<file path="config.mk">
export PLATFORM = sky130hd
export DESIGN_NAME = reg_file
export DESIGN_NICKNAME = d
export VERILOG_FILES = /design/src/rtl/reg_file.sv
export SDC_FILE = /design/constraint.sdc
export NUM_CORES = 2
export LEC_CHECK = 0
export CORE_MARGIN = 2
export CORE_UTILIZATION = 50
export DETAILED_ROUTE_END_ITERATION = 10
export GPL_ROUTABILITY_DRIVEN = 0
export HOLD_SLACK_MARGIN = 0.05
export PLACE_DENSITY = 0.75
export REMOVE_ABC_BUFFERS = 1
export SYNTH_ARGS = -nofsm -noshare
export SYNTH_HDL_FRONTEND = slang
export SYNTH_SLANG_ARGS = --single-unit
</file>
<file path="constraint.sdc">
create_clock -name clk -period 2.5 [get_ports clk]
set_input_delay 0.375 -clock clk [delete_from_list [all_inputs] [get_ports clk]]
set_output_delay 0.375 -clock clk [all_outputs]
set_load 0.02 [all_outputs]
</file>
<file path="src/rtl/reg_file.sv">
// ---------------------------------------------------------------------------
// reg_file -- architectural register file for the single-cycle RISC-V datapath
//
// Two combinational read ports (rs1/rs2) and one synchronous write port (rd).
// Entry 0 is hardwired to zero. Register x10 (a0) is exported for debug.
//
// Ports:
//   clk    in   1           system clock, writes on rising edge
//   rst_n  in   1           asynchronous active-low reset, clears all entries
//   AD1    in   ADDR_WIDTH  read address port 1 (rs1)
//   AD2    in   ADDR_WIDTH  read address port 2 (rs2)
//   AD3    in   ADDR_WIDTH  write address (rd)
//   WE3    in   1           write enable
//   WD3    in   DATA_WIDTH  write data
//   RD1    out  DATA_WIDTH  read data port 1 (ALU operand 1)
//   RD2    out  DATA_WIDTH  read data port 2 (operand-2 mux)
//   a0     out  DATA_WIDTH  stored contents of x10, never bypassed
//
// Parameters:
//   BYPASS = 1 forwards same-cycle write data to a matching read port.
// ---------------------------------------------------------------------------
module reg_file #(
  parameter int ADDR_WIDTH = 5,
  parameter int DATA_WIDTH = 32,
  parameter bit BYPASS     = 1'b1
) (
  input  logic                  clk,
  input  logic                  rst_n,
  input  logic [ADDR_WIDTH-1:0] AD1,
  input  logic [ADDR_WIDTH-1:0] AD2,
  input  logic [ADDR_WIDTH-1:0] AD3,
  input  logic                  WE3,
  input  logic [DATA_WIDTH-1:0] WD3,
  output logic [DATA_WIDTH-1:0] RD1,
  output logic [DATA_WIDTH-1:0] RD2,
  output logic [DATA_WIDTH-1:0] a0
);

  localparam int DEPTH = 2 ** ADDR_WIDTH;
  localparam logic [ADDR_WIDTH-1:0] A0_IDX = ADDR_WIDTH'(10);

  logic [DATA_WIDTH-1:0] mem [DEPTH];

  // A write is effective only to a non-zero address; entry 0 stays zero.
  logic wr_en;
  assign wr_en = WE3 && (AD3 != '0);

  always_ff @(posedge clk or negedge rst_n) begin
    if (!rst_n) begin
      for (int i = 0; i < DEPTH; i++) begin
        mem[i] <= '0;
      end
    end else if (wr_en) begin
      mem[AD3] <= WD3;
    end
  end

  // Forwarding is also gated by rst_n so that a write attempted during
  // reset cannot leak onto the read ports while they must read zero.
  logic fwd1, fwd2;
  assign fwd1 = BYPASS && rst_n && wr_en && (AD1 == AD3);
  assign fwd2 = BYPASS && rst_n && wr_en && (AD2 == AD3);

  always_comb begin
    RD1 = '0;
    RD2 = '0;
    if (AD1 != '0) begin
      RD1 = fwd1 ? WD3 : mem[AD1];
    end
    if (AD2 != '0) begin
      RD2 = fwd2 ? WD3 : mem[AD2];
    end
  end

  assign a0 = mem[A0_IDX];

endmodule
</file>
==> flow_summary.yaml <==
place:
  dpl_cell_area_sq_um: 63100
  dp_cells: 5807
  place_hpwl_um: 120000
  port_buffers: 145
global_route:
  grt-ovfl-total: 0
  grt_start_max_net_pins: 161
  track_usage: 0.326
  first_global_vias: 42500
  grt_antenna_before_repair: 2
  grt_pass1_wl_um: 281000
timing:
  fin_ws_ns: -0.384
  finalHoldViolations: 0
  fmax_mhz: 347
  final.period_utilization: 1.15
  min_period_ns: 2.88
  setup-violations-final: 59
  slew_violations: 0
  worst_pin_slew_ns: 0.900
  skew_ns: 0
  rsz0062_at_grt: "yes"
  worst_slew_margin_rel: 0.400
job:
  max_cap_viol_count: 0
critical_path:
  cp-end-kind: "output port"
  worstSetupPathType: "flop to output port"
  crit_path_start_kind: "flop"
  crit_chain: "mux4_2 -> mux2i_1 -> nor2_1 -> o21a_1 -> o31a_1 -> buf_6"
  cp.arrival_ns: 2.51
  slowest_stage: "mux4_2"
  worst_path_largest_cell_delay_ns: 0.49
  crit_required_ns: 2.12
  critPathMaxFanout: 3
synthesis:
  syn_avg_cell_area_sq_um: 13.6
  synth_compound_area_frac: 0.0571
  synth_xor_xnor_area_share: 0.00156
  muxShareOfSynthArea: 0.406
  synthDistinctLibCells: 48
  synthAdderAreaFrac: 0
  synth_top_family_by_area: "multiplexers"
  yosys.area_share.simple: 0.0322
  synthCells: 4103
  yosysWarnings: 0
  ys_ff_latch: 1024
  syn_area_sq_um: 56000
  ys_seq_area_frac: 0.458
power:
  power_density_nw_per_um2: 743
  p_leak_nw: 31.3
  vdd_drop_max_mv: 0.619
clock_tree:
  cts.sinks: 1024
  cts_buffers: 108
  cts-root-buf: "clkbuf_16"
  clk_pin_slew_ns: 0.06
  cts.htree.levels: 3
  worst_skew_pair.late_latency_ns: 0.72
  cts_tree: "yes"
  cts_buffer_depth: 3
finish:
  postLayoutCellArea_sq_um: 69500
  final_cells: 6162
  syn2layout_area_growth_pct: 24.2
  layout_commonest_cell: "dfrtp_1"
  layout.nets: 4639
  postLayoutCoreUtil: 0.627
  drive_gt1_frac: 0.535
  layout_common_cells: "dfrtp_1, mux2_2, buf_4"
floorplan:
  io-pin-count: 146
  initial_utilization: 0.505
  die_h_um: 339
  core_sq_um: 111000
  core.rowCount: 122
  die_width_um: 339
  die_area_sq_um: 115000
status:
  status: "finished with violations"
  violations: "setup timing"
worst_hold_path:
  hold_path.class: "input port to asynchronous set/reset pin"
detailed_routing:
  via_count: 40800
  ant_nets: 0
  wl_per_cell_um: 30.8
  drt_iter0_drc: 4513
  drc: 0
  totalWireLength_um: 190000
  firstDrtPassIters: 5
  viasPerCell: 6.63
-- area by class of cell --
class	instances	area, sq um
clock inverters	41	433
flip-flops and latches	1024	25600
multi-input cells	2583	29200
well taps	1488	1860
repair buffers	870	9240
diodes	1	2.50
inverters	2	7.51
fillers	8006	41300
clock buffers	153	3130
-- cells in the mapped netlist (all sizes together) --
cell type  number  area [sq um]
a21oi          54           270
nor3b           5          37.5
nand3          78           390
xor2            5          43.8
o311a           9          90.1
a21o            1          7.51
nand2b          3          18.8
or3b            1          8.76
a22oi         184          1380
nor4           33           213
clkbuf        215           822
a22o           32           280
mux4          291          6550
nand4b          1          8.76
nor2          120           488
o211ai         32           240
nand4          14          87.6
and3b           2          17.5
nor3            3          20.0
mux2         1019         11500
o22ai          63           394
buf           279          1740
o31a           32           280
o21a            1          7.51
o31ai          22           165
or2             2          12.5
mux2i         468          4680
xnor2           5          43.8
nor2b           4          25.0
o22a            9          78.8
and3            1          6.26
and2            2          12.5
and4           22           193
nand2          59           221
nand3b          6          45.0
inv             2          7.51
dfrtp        1024         25600
-- flip-flops by register name (all words and copies together) (netlist names) --
signal and count:
a0 32, mem 992
-- metal layers --
layer,vias up,GRT usage,share of wire
li1,16600,-,-
met1,21200,0.434,0.38
met2,2381,0.489,0.45
met3,618,0.0923,0.12
met4,6,0.162,0.055
met5,-,0,0.00022
-- final timing paths --
path	start	end	slack (ns)	depth (start not counted)
max	mem[94]$_DFFE_PN0P_	RD1[30]	-0.38	6
min	rst_n	mem[534]$_DFFE_PN0P_	0.31	3
max reg2reg	mem[263]$_DFFE_PN0P_	mem[263]$_DFFE_PN0P_	1.40	4
min reg2reg	mem[1016]$_DFFE_PN0P_	mem[1016]$_DFFE_PN0P_	0.40	0
max in group asynchronous	rst_n	a0[20]$_DFFE_PN0P_	0.46	5
min in group clk	mem[1016]$_DFFE_PN0P_	mem[1016]$_DFFE_PN0P_	0.40	0
-- logic make-up after synthesis --
kind of cell,count (synthesis)
simple gates,356
buf+inv,496
flops,1024
mux,1778
xor+xnor,10
compound gates,439
-- report_power, final --
| group | switching [mW] | leakage [nW] | internal (mW) |
|---|---|---|---|
| logic | 5.58 | 16.4 | 7.65 |
| clock network | 7.08 | 1.76 | 9.25 |
| registers | 2.36 | 13.1 | 19.7 |
-- critical path: cells and delay by family, from the launching register on --
family / cells / cell delay, ns
flip-flops: 1 / 0.40
AND/OR/NAND/NOR: 1 / 0.07
buffers and inverters: 1 / 0.15
multiplexers: 2 / 0.70
AO/OA/AOI/OAI: 2 / 0.49
-- stage by stage --
| stage | power (mW) | hold WS, ns | setup slack, ns | TNS (ns) |
|---|---|---|---|---|
| 2_1_floorplan | 28.7 | 0.0794 | -1.67 | -119.16 |
| 3_3_place_gp | 33.3 | 0.385 | -1.20 | -87.26 |
| 3_5_place_dp | 33.8 | 0.388 | -1.27 | -101.14 |
| 4_1_cts | 51.1 | 0.290 | -0.397 | -11.25 |
| 5_1_grt | 53.5 | 0.328 | -0.417 | -13.15 |
| 6_report | 51.6 | 0.305 | -0.384 | -10.32 |
-- repair_timing --
action                                 CTS  global route
endpoints found under the hold margin    7             0
hold buffers                             1             0
setup endpoints to repair               64           145
setup buffers                          140            49
resized for setup                      561           100
pin swaps                              154            90
gates cloned                             5             1
No activity file was read; power rests on OpenSTA's default activity.
